[src/rtl/uart_rgb_pwm_if.sv]
// uart_rgb_pwm_if -- byte stream bundle between a UART front end and uart_rgb_pwm.
//   rx_valid / rx_data : one-cycle strobe carrying a received byte (towards the core)
//   tx_valid / tx_data : response byte offered by the core
//   tx_ready           : sink accepts tx_data when tx_valid and tx_ready share an edge
// Modports: master = UART/sink side, slave = uart_rgb_pwm side.
interface uart_rgb_pwm_if;
  logic       rx_valid;
  logic [7:0] rx_data;
  logic       tx_valid;
  logic [7:0] tx_data;
  logic       tx_ready;

  modport master (
    output rx_valid,
    output rx_data,
    output tx_ready,
    input  tx_valid,
    input  tx_data
  );

  modport slave (
    input  rx_valid,
    input  rx_data,
    input  tx_ready,
    output tx_valid,
    output tx_data
  );
endinterface

[src/rtl/uart_rgb_pwm.sv]
// uart_rgb_pwm -- ASCII command parser driving NUM_CH glitch-free PWM channels.
//   Command: channel digit '0'..'0'+NUM_CH-1 followed by PWM_W/4 hex digits (MSB first),
//   answered with 'K'. 'Z' in idle clears every duty ('K'); CR/LF in idle are ignored;
//   anything else answers '?' and bumps err_cnt. A partial command idle for TIMEOUT_CYC
//   cycles is silently dropped.
// Ports:
//   i_hw_clk   : clock, rising edge
//   i_reset    : synchronous active-high reset
//   io_bus     : uart_rgb_pwm_if.slave (rx strobe in, one-entry tx response buffer out)
//   o_pwm_out  : registered PWM outputs, active-high
//   o_err_cnt  : saturating count of rejected commands and dropped responses
// Build option: define UART_RGB_PWM_ECHO_EN to echo every byte except CR/LF ahead of its
//   command response; a second holding slot keeps echo-then-response ordering.
module uart_rgb_pwm #(
  parameter int unsigned NUM_CH      = 3,
  parameter int unsigned PWM_W       = 8,
  parameter int unsigned TIMEOUT_CYC = 120000
) (
  input  logic              i_hw_clk,
  input  logic              i_reset,
  uart_rgb_pwm_if.slave     io_bus,
  output logic [NUM_CH-1:0] o_pwm_out,
  output logic [7:0]        o_err_cnt
);

  localparam int unsigned     NumDig  = PWM_W / 4;
  localparam int unsigned     TmoW    = $clog2(TIMEOUT_CYC + 1);
  localparam logic [2:0]      DigLast = 3'(NumDig - 1);
  localparam logic [TmoW-1:0] TmoLast = TmoW'(TIMEOUT_CYC - 1);
  localparam logic [7:0]      ChLast  = 8'(32'h30 + NUM_CH - 1);
  localparam logic [7:0]      AsciiCr = 8'h0D;
  localparam logic [7:0]      AsciiLf = 8'h0A;
  localparam logic [7:0]      AsciiZ  = 8'h5A;
  localparam logic [7:0]      AsciiK  = 8'h4B;
  localparam logic [7:0]      AsciiQ  = 8'h3F;

  typedef enum logic [0:0] {StIdle, StHex} state_e;

  // Parser state
  state_e           r_state;
  logic [2:0]       r_dig_cnt;
  logic [3:0]       r_ch;
  logic [PWM_W-1:0] r_acc;
  logic [TmoW-1:0]  r_tmo;

  // Duty and PWM state
  logic [PWM_W-1:0]  r_pend   [NUM_CH];
  logic [PWM_W-1:0]  r_active [NUM_CH];
  logic [PWM_W-1:0]  r_cnt;
  logic [NUM_CH-1:0] r_pwm;

  // Response buffer and error counter
  logic       r_tx_valid;
  logic [7:0] r_tx_data;
  logic [7:0] r_err;

  logic             w_rx;
  logic [7:0]       w_byte;
  logic             w_is_hex;
  logic [3:0]       w_nib;
  logic             w_is_ch;
  logic [PWM_W-1:0] w_acc_next;
  logic             w_resp_q;
  logic [7:0]       w_resp_byte;
  logic             w_reject;
  logic             w_commit;
  logic             w_clear;
  logic             w_accept;
  logic             w_main_free;
  logic             w_tx_valid_nx;
  logic [7:0]       w_tx_data_nx;
  logic [1:0]       w_drops;
  logic [8:0]       w_err_sum;

  assign w_rx       = io_bus.rx_valid & ~i_reset;
  assign w_byte     = io_bus.rx_data;
  assign w_is_ch    = (w_byte >= 8'h30) && (w_byte <= ChLast);
  assign w_acc_next = (r_acc << 4) | PWM_W'(w_nib);

  // Hex digit decode, both letter cases
  always_comb begin
    w_is_hex = 1'b1;
    w_nib    = 4'h0;
    if (w_byte >= 8'h30 && w_byte <= 8'h39) begin
      w_nib = 4'(w_byte - 8'h30);
    end else if (w_byte >= 8'h41 && w_byte <= 8'h46) begin
      w_nib = 4'(w_byte - 8'h37);
    end else if (w_byte >= 8'h61 && w_byte <= 8'h66) begin
      w_nib = 4'(w_byte - 8'h57);
    end else begin
      w_is_hex = 1'b0;
    end
  end

  // Per-byte decision: which response (if any) this byte raises
  always_comb begin
    w_resp_q    = 1'b0;
    w_resp_byte = 8'h00;
    w_reject    = 1'b0;
    w_commit    = 1'b0;
    w_clear     = 1'b0;
    if (w_rx) begin
      unique case (r_state)
        StIdle: begin
          if (w_byte == AsciiCr || w_byte == AsciiLf) begin
            w_resp_q = 1'b0;
          end else if (w_byte == AsciiZ) begin
            w_clear     = 1'b1;
            w_resp_q    = 1'b1;
            w_resp_byte = AsciiK;
          end else if (!w_is_ch) begin
            w_reject = 1'b1;
          end
        end
        StHex: begin
          if (!w_is_hex) begin
            w_reject = 1'b1;
          end else if (r_dig_cnt == DigLast) begin
            w_commit    = 1'b1;
            w_resp_q    = 1'b1;
            w_resp_byte = AsciiK;
          end
        end
      endcase
    end
    if (w_reject) begin
      w_resp_q    = 1'b1;
      w_resp_byte = AsciiQ;
    end
  end

  // Parser FSM and pending duty registers
  always_ff @(posedge i_hw_clk) begin
    if (i_reset) begin
      r_state   <= StIdle;
      r_dig_cnt <= 3'd0;
      r_ch      <= 4'd0;
      r_acc     <= '0;
      r_tmo     <= '0;
      for (int unsigned i = 0; i < NUM_CH; i++) begin
        r_pend[i] <= '0;
      end
    end else begin
      unique case (r_state)
        StIdle: begin
          if (w_rx && w_is_ch) begin
            r_state   <= StHex;
            r_ch      <= 4'(w_byte - 8'h30);
            r_dig_cnt <= 3'd0;
            r_acc     <= '0;
            r_tmo     <= '0;
          end
        end
        StHex: begin
          if (w_rx) begin
            r_tmo <= '0;
            if (!w_is_hex || w_commit) begin
              r_state <= StIdle;
            end else begin
              r_dig_cnt <= r_dig_cnt + 3'd1;
              r_acc     <= w_acc_next;
            end
          end else if (r_tmo == TmoLast) begin
            // Abandon the partial command silently
            r_state <= StIdle;
            r_tmo   <= '0;
          end else begin
            r_tmo <= r_tmo + 1'b1;
          end
        end
      endcase
      for (int unsigned i = 0; i < NUM_CH; i++) begin
        if (w_clear) begin
          r_pend[i] <= '0;
        end else if (w_commit && r_ch == 4'(i)) begin
          r_pend[i] <= w_acc_next;
        end
      end
    end
  end

  assign w_accept    = r_tx_valid & io_bus.tx_ready;
  assign w_main_free = ~r_tx_valid | w_accept;

`ifdef UART_RGB_PWM_ECHO_EN
  logic       r_hold_v;
  logic [7:0] r_hold_d;
  logic       w_echo_q;
  logic       w_hold_v_nx;
  logic [7:0] w_hold_d_nx;

  assign w_echo_q = w_rx && (w_byte != AsciiCr) && (w_byte != AsciiLf);

  always_comb begin
    w_tx_valid_nx = r_tx_valid & ~w_accept;
    w_tx_data_nx  = r_tx_data;
    w_hold_v_nx   = r_hold_v;
    w_hold_d_nx   = r_hold_d;
    w_drops       = 2'd0;
    if (r_hold_v && w_main_free) begin
      // Held response moves up first; anything arriving now finds no room
      w_tx_valid_nx = 1'b1;
      w_tx_data_nx  = r_hold_d;
      w_hold_v_nx   = 1'b0;
      w_drops       = 2'(w_echo_q) + 2'(w_resp_q);
    end else if (w_main_free) begin
      if (w_echo_q) begin
        w_tx_valid_nx = 1'b1;
        w_tx_data_nx  = w_byte;
        if (w_resp_q) begin
          w_hold_v_nx = 1'b1;
          w_hold_d_nx = w_resp_byte;
        end
      end else if (w_resp_q) begin
        w_tx_valid_nx = 1'b1;
        w_tx_data_nx  = w_resp_byte;
      end
    end else begin
      w_drops = 2'(w_echo_q) + 2'(w_resp_q);
    end
  end

  always_ff @(posedge i_hw_clk) begin
    if (i_reset) begin
      r_hold_v <= 1'b0;
      r_hold_d <= 8'h00;
    end else begin
      r_hold_v <= w_hold_v_nx;
      r_hold_d <= w_hold_d_nx;
    end
  end
`else
  always_comb begin
    w_tx_valid_nx = r_tx_valid & ~w_accept;
    w_tx_data_nx  = r_tx_data;
    w_drops       = 2'd0;
    if (w_resp_q) begin
      if (w_main_free) begin
        w_tx_valid_nx = 1'b1;
        w_tx_data_nx  = w_resp_byte;
      end else begin
        w_drops = 2'd1;
      end
    end
  end
`endif

  assign w_err_sum = {1'b0, r_err} + 9'(w_reject) + 9'(w_drops);

  // Response buffer and saturating error counter
  always_ff @(posedge i_hw_clk) begin
    if (i_reset) begin
      r_tx_valid <= 1'b0;
      r_tx_data  <= 8'h00;
      r_err      <= 8'h00;
    end else begin
      r_tx_valid <= w_tx_valid_nx;
      r_tx_data  <= w_tx_data_nx;
      r_err      <= (w_err_sum > 9'd255) ? 8'hFF : w_err_sum[7:0];
    end
  end

  // Free-running counter; active duties reload only as the counter wraps to 0
  always_ff @(posedge i_hw_clk) begin
    if (i_reset) begin
      r_cnt <= '0;
      r_pwm <= '0;
      for (int unsigned i = 0; i < NUM_CH; i++) begin
        r_active[i] <= '0;
      end
    end else begin
      r_cnt <= r_cnt + 1'b1;
      for (int unsigned i = 0; i < NUM_CH; i++) begin
        if (r_cnt == '1) begin
          r_active[i] <= r_pend[i];
        end
        r_pwm[i] <= (r_cnt < r_active[i]);
      end
    end
  end

  assign io_bus.tx_valid = r_tx_valid;
  assign io_bus.tx_data  = r_tx_data;
  assign o_pwm_out       = r_pwm;
  assign o_err_cnt       = r_err;

endmodule

[src/flat_wrapper.sv]
// flat-port wrapper written by rule: the top's interface ports become plain ports
module uart_rgb_pwm_flat 
#(
  parameter int unsigned NUM_CH      = 3,
  parameter int unsigned PWM_W       = 8,
  parameter int unsigned TIMEOUT_CYC = 120000
)
  (i_hw_clk, i_reset, o_pwm_out, o_err_cnt, io_bus_rx_valid, io_bus_rx_data, io_bus_tx_ready, io_bus_tx_valid, io_bus_tx_data);
  uart_rgb_pwm_if io_bus_i ();
  input  logic i_hw_clk;
  input  logic i_reset;
  output logic [NUM_CH-1:0] o_pwm_out;
  output logic [7:0] o_err_cnt;
  input wire logic [$bits(io_bus_i.rx_valid)-1:0] io_bus_rx_valid;
  input wire logic [$bits(io_bus_i.rx_data)-1:0] io_bus_rx_data;
  input wire logic [$bits(io_bus_i.tx_ready)-1:0] io_bus_tx_ready;
  output wire logic [$bits(io_bus_i.tx_valid)-1:0] io_bus_tx_valid;
  output wire logic [$bits(io_bus_i.tx_data)-1:0] io_bus_tx_data;
  assign io_bus_i.rx_valid = io_bus_rx_valid;
  assign io_bus_i.rx_data = io_bus_rx_data;
  assign io_bus_i.tx_ready = io_bus_tx_ready;
  assign io_bus_tx_valid = io_bus_i.tx_valid;
  assign io_bus_tx_data = io_bus_i.tx_data;
  uart_rgb_pwm #(.NUM_CH(NUM_CH), .PWM_W(PWM_W), .TIMEOUT_CYC(TIMEOUT_CYC)) u_core (.i_hw_clk(i_hw_clk), .i_reset(i_reset), .io_bus(io_bus_i), .o_pwm_out(o_pwm_out), .o_err_cnt(o_err_cnt));
endmodule
[config.mk]
export PLATFORM = sky130hd
export DESIGN_NAME = uart_rgb_pwm_flat
export DESIGN_NICKNAME = d
export VERILOG_FILES = /design/src/rtl/uart_rgb_pwm_if.sv /design/src/rtl/uart_rgb_pwm.sv /design/src/flat_wrapper.sv
export SDC_FILE = /design/constraint.sdc
export NUM_CORES = 1
export LEC_CHECK = 0
export ABC_AREA = 1
export CAP_MARGIN = 20
export CORE_MARGIN = 1.5
export CORE_UTILIZATION = 54
export CTS_CLUSTER_DIAMETER = 100
export DETAILED_ROUTE_END_ITERATION = 10
export PLACE_DENSITY = 0.76
export SLEW_MARGIN = 20
export SYNTH_ARGS = -nofsm -noshare
export SYNTH_HDL_FRONTEND = slang
export SYNTH_SLANG_ARGS = --single-unit
[constraint.sdc]
create_clock -name i_hw_clk -period 3.33 [get_ports i_hw_clk]
set_input_delay 0.333 -clock i_hw_clk [delete_from_list [all_inputs] [get_ports i_hw_clk]]
set_output_delay 0.333 -clock i_hw_clk [all_outputs]
set_load 0.05 [all_outputs]
### After elaboration in Yosys (flattened, before gate mapping)

Memory sizes are Yosys's and may differ from the RTL's.
Cells that the tools add are included.

| storage, ports and cells | value |
|---|---|
| register bits | 57 |
| bits in writable memories | 48 |
| bits of input ports | 12 |
| output and inout bits | 20 |
| word-level logic and storage cells | 156 |
| memories | 2 |

Memory list:

| memory | words | width | read ports | clocked after Yosys merged registers in | wr ports | RTL line | text |
|---|---|---|---|---|---|---|---|
| u_core.r_active | 3 | 8 | 3 | 0 | 3 | uart_rgb_pwm.sv:48 | `logic [PWM_W-1:0] r_active [NUM_CH];` |
| u_core.r_pend | 3 | 8 | 3 | 0 | 3 | uart_rgb_pwm.sv:47 | `logic [PWM_W-1:0] r_pend [NUM_CH];` |

| operators by class | value |
|---|---|
| add/sub/neg operators | 8 |
| $lt $le $gt $ge | 11 |
| equality and inequality tests | 11 |
| mux-type cells | 81 |
| bitwise logic cells | 18 |
| reduce and logical (&&, ||, !) cells | 15 |

Operators with widths:

| operator | number |
|---|---|
| $mux W8 | 14 |
| $mux W17 | 3 |
| $mux W1 | 45 |
| $pmux W17 S2 | 1 |
| $lt A8 B8 Y1 | 3 |
| $mux W4 | 6 |
| $add A17 B1 Y17 const B | 1 |
| $eq A17 B17 Y1 const B | 1 |
| $eq A8 B4 Y1 const B | 2 |
| $ge A8 B7 Y1 const B | 2 |
| $le A8 B6 Y1 const B | 2 |
| $le A8 B7 Y1 const B | 2 |
| $pmux W8 S2 | 1 |
| $mux W7 | 2 |
| $or A1 B1 Y1 | 10 |
| $add A8 B1 Y9 | 1 |
| $add A9 B2 Y9 | 1 |
| $gt A9 B8 Y1 const B | 1 |
| $mux W3 | 3 |
| $add A8 B1 Y8 const B | 1 |
| $eq A8 B7 Y1 const B | 1 |
| $eq A8 B8 Y1 const B | 1 |
| $ge A8 B6 Y1 const B | 1 |
| $logic_and A1 B1 Y1 | 8 |
| other kinds (20) | 31 |

### Longest topological paths before layout

| depth | value |
|---|---|
| word-level depth | 14 |
| depth in mapped cells | 21 |
| depth with buffers taken out | 21 |

### Worst setup path after synthesis

Ideal clock, no wire load.

| path | value |
|---|---|
| kind | reg-to-reg |
| from | reg u_core.r_cnt[1] |
| to | mem u_core.r_active[0][0], enable pin |
| library setup time | 0.438 ns |
| arrival time | 2.698 ns |
| required time | 2.892 ns |
| slack | 0.194 ns |
| cell stages (with the launch flop) | 6 |
| buffers on the path | 0 |
| clock period less this slack | 3.136 ns |
| path through | dfxtp_1 -> ha_1 -> nand2_1 -> nor3b_1 -> nand2_1 -> o21ai_0 |

RTL lines:

| what | RTL line | text |
|---|---|---|
| start: declaration | uart_rgb_pwm.sv:49 | `logic [PWM_W-1:0] r_cnt;` |
| start signal: assignment | uart_rgb_pwm.sv:272 | `r_cnt <= r_cnt + 1'b1;` |
| end: declaration | uart_rgb_pwm.sv:48 |  |

### Final worst setup path

| path | value |
|---|---|
| from | in io_bus_rx_data[0] |
| to | reg u_core.r_err[4], in the netlist u_core.o_err_cnt[4] |

| on the way | value |
|---|---|
| longest elaborated chain between the ends | 13 |
| elaborated cells on any way between the ends | 35 |
| those cells by class | add/sub: 2; order compare: 8; eq/ne: 3; mux: 17; reduce/logical: 5 |

Ends and longest elaborated chain:

| what | RTL line | text |
|---|---|---|
| start: declaration | flat_wrapper.sv:15 | `input wire logic [$bits(io_bus_i.rx_data)-1:0] io_bus_rx_data;` |
| branches (longest 10 deep; another with $add A8 B1 Y9) | n/a |  |
| $add A9 B2 Y9 (*) | uart_rgb_pwm.sv:248 | `assign w_err_sum = {1'b0, r_err} + 9'(w_reject) + 9'(w_drops);` |
| $gt A9 B8 Y1 | uart_rgb_pwm.sv:259 | `r_err <= (w_err_sum > 9'd255) ? 8'hFF : w_err_sum[7:0];` |
| $mux W8 (*) | uart_rgb_pwm.sv:259 |  |
| end signal: assignment | uart_rgb_pwm.sv:259 |  |
| end: declaration | uart_rgb_pwm.sv:55 | `logic [7:0] r_err;` |

Every way passes the cells marked *.
A chain may end at the register's enable or synchronous reset.

==> metrics.cfg <==
[run_status]
status=completed

[cells_and_area]
final_layout_size_suffix_gt1_frac=0.1146
syn_to_final_growth_pct=12.37
n_antenna_cell=0
nets=710
post_layout_nonfiller_instances=801
fillers=818

[floorplanning]
die_area_mm2=0.01040
io_pins=32
dieWidth_um=102.0
start_util=0.5644
die_y_um=102.0
core_area_mm2=0.009371
std_cell_rows=35

[cts]
numCtsBuffers=9
clock_latency_ns=0.35
clockBufferDepth=2
cts_htree_levels=3
path_clk_slew_ns=0.10
tritoncts=built
clock-sinks=100
post_cts_buffers=0
cts_hold_buf=0
cts-resized-gates=0
cts-root-buf=clkbuf_8

[setup_path]
critical_path_class=in -> reg
endpoint_kind=register
regToRegSetupSlack_ns=0.49
r2r-end=u_core.o_err_cnt[4]
critPathRequiredTime_ns=3.61
crit_arrival_ns=3.34
r2r_cells=18
cp_max_fo=6
reg2reg_from=u_core.r_dig_cnt[0]
worst_setup_path_start_kind=input port

[sta]
maxSlewHeadroom=0.5086
setup_viol=0
slew_viol_final=0
finalHoldViolations=0
tightest_slew_ns=0.7343
fin_skew_ns=0.01231
whs_ns=0.4656
max_freq_mhz=326.2
setup-tns-final_ns=0
post-route-period-util=0.9206
setup_ws_ns=0.2644
min_period_ns=3.066

[grt]
grt.met1_usage=0.2682
grt_use_total=0.2043
grt_use_met3=0.03762
grt_overflow_total=0
grt_max_degree=38
antenna_found_initial=0
grt_pass1_wl_mm=16.68
grt.busiest_layer=met2
met2_usage=0.3444
grt_pass1_vias=3681

[hold_path]
hp-class=reg -> reg
hold_depth=2
hold_end=u_core.r_ch[2]
hp-start=u_core.r_ch[2]

[drt]
drt_iter0_markers=156
via_count=3968
wl_per_cell_um=12.38
wirelength_mm=9.916
vias_per_cell=4.954
drc=0
drt_first_pass_iters=4
ant_nets=0

[logic_synthesis]
synth_top_cells_by_area=edfxtp_1 27%, dfxtp_1 20%, nand2_1 7.9%, inv_1 7.3%, ha_1 7.1%
ys_seq_area_frac=0.4694
synth_common_cells=111 x nand2_1, 103 x inv_1, 94 x nor2_1
synthesis.nets=675
synth-edff-count=48
synth-async-reset-ratio=0
netlist_instances=632
synth_area_mm2=0.005289
netlist.area_leader.share=0.2725
yosysMostFrequentCell=nand2_1
synthFlopType=dfxtp_1
avgSynthCellArea_um2=8.368
yosysWarnings=0
synth_top_area_cell=edfxtp_1
synth.distinct_cells=41
synth_seq_cells=100

[placed_design]
gp_congestion=0.8358
portBuffers=30
dpl.hpwl_mm=7.330
dp_worst_setup_slack_ns=-0.1480
dp.cells=785

[job]
cap_violations=0

[pwr]
peakVddDrop_v=0.0002446
leakagePower_nw=2.368
power.density_mw_per_mm2=388.8

## layout by cell type, fill, tap and decap left out, drive strengths merged
master,count
conb,1
buf,10
clkinvlp,1
nor3,8
inv,111
nor3b,2
nand4,12
nand3b,2
dfxtp,52
nand2,124
a31oi,1
bufinv,1
nor2,101
edfxtp,48
fa,1
or2,1
clkbuf,11
clkinv,3
a211oi,4
ha,30
o21a,1
a21oi,50
o21bai,1
clkdlybuf4s50,30
and2,2
xor2,3
xnor2,4
nand3,38
o21ai,19
## critical path, cell delays in order
cell	delay (ns)
clkdlybuf4s50_1	0.53
inv_1	0.10
ha_1	0.20
inv_1	0.08
nand2_1	0.06
nand3_1	0.09
nand2_2	0.07
nand2_4	0.08
nand2_4	0.06
nand2_1	0.09
nand2_2	0.09
nand2_1	0.07
nand2_1	0.07
fa_1	0.42
inv_1	0.08
ha_1	0.19
nand3_2	0.11
nor3_2	0.22
and2_4	0.19
nand2_2	0.09
a21oi_1	0.13
## state kept, by name, summed over array words and instances (netlist names)
register,flops
u_core.io_bus.tx_data,3
u_core.io_bus.tx_valid,1
u_core.o_err_cnt,8
u_core.o_pwm_out,3
u_core.r_acc,4
u_core.r_active,24
u_core.r_ch,4
u_core.r_cnt,8
u_core.r_dig_cnt,3
u_core.r_pend,24
u_core.r_state,1
u_core.r_tmo,17
## cell type report
cell class / instances / area (um^2) / share of cell area
clock buffers: 11 / 131.4 / 0.02211
clock inverters: 5 / 61.31 / 0.01032
inverters: 111 / 424.2 / 0.07137
multi-input cells: 405 / 2307 / 0.3882
flip-flops and latches: 100 / 2482 / 0.4177
well taps: 129 / 161.4 / 0.02716
repair buffers: 40 / 375.4 / 0.06316
## how the worst max path moves through the flow
| stage | from | endpoint | slack (ns) |
|---|---|---|---|
| 5_1_grt | io_bus_rx_data[0] | u_core.o_err_cnt[1] | -0.03 |
| 2_1_floorplan | u_core.r_cnt[1] | u_core.r_active[0][0] | 0.19 |
| 3_3_place_gp | io_bus_rx_data[0] | u_core.o_err_cnt[0] | 0.02 |
| 6_report | io_bus_rx_data[0] | u_core.o_err_cnt[4] | 0.26 |
| 3_5_place_dp | io_bus_rx_data[0] | u_core.o_err_cnt[4] | -0.15 |
| 4_1_cts | io_bus_rx_data[0] | u_core.o_err_cnt[4] | 0.23 |
## routing by layer
layer / routed length, um / vias to the layer above
li1: - / 2092
met1: 4628 / 1796
met2: 4848 / 73
met3: 347 / 7
met4: 91 / 0
met5: 0 / -
## stage by stage
| step | power (mW) | util | area, um^2 |
|---|---|---|---|
| finish | 2.310 | 0.6342 | 5943 |
| global route | 2.394 | 0.6342 | 5943 |
| floorplan | 1.508 | - | 5289 |
| detailed placement | 1.577 | 0.6109 | 5725 |
| CTS | 2.332 | 0.6315 | 5918 |
| global placement | 1.569 | 0.6109 | 5725 |
## cell families after synthesis
kind of cell	count (synthesis)	share of synthesized area
compound gates	76	0.07996
xor+xnor	7	0.01159
fa+ha+maj	31	0.07476
buf+inv	127	0.09983
flops	100	0.4694
other cells	1	0.0007090
simple gates	290	0.2638
## where the power goes
group	internal [mW]	switching, mW	total, mW
Sequential	1.32	0.0175	1.34
Clock	0.353	0.410	0.763
Combinational	0.0716	0.140	0.211
Total	1.74	0.567	2.31
Power figures use the tool's default switching activity.
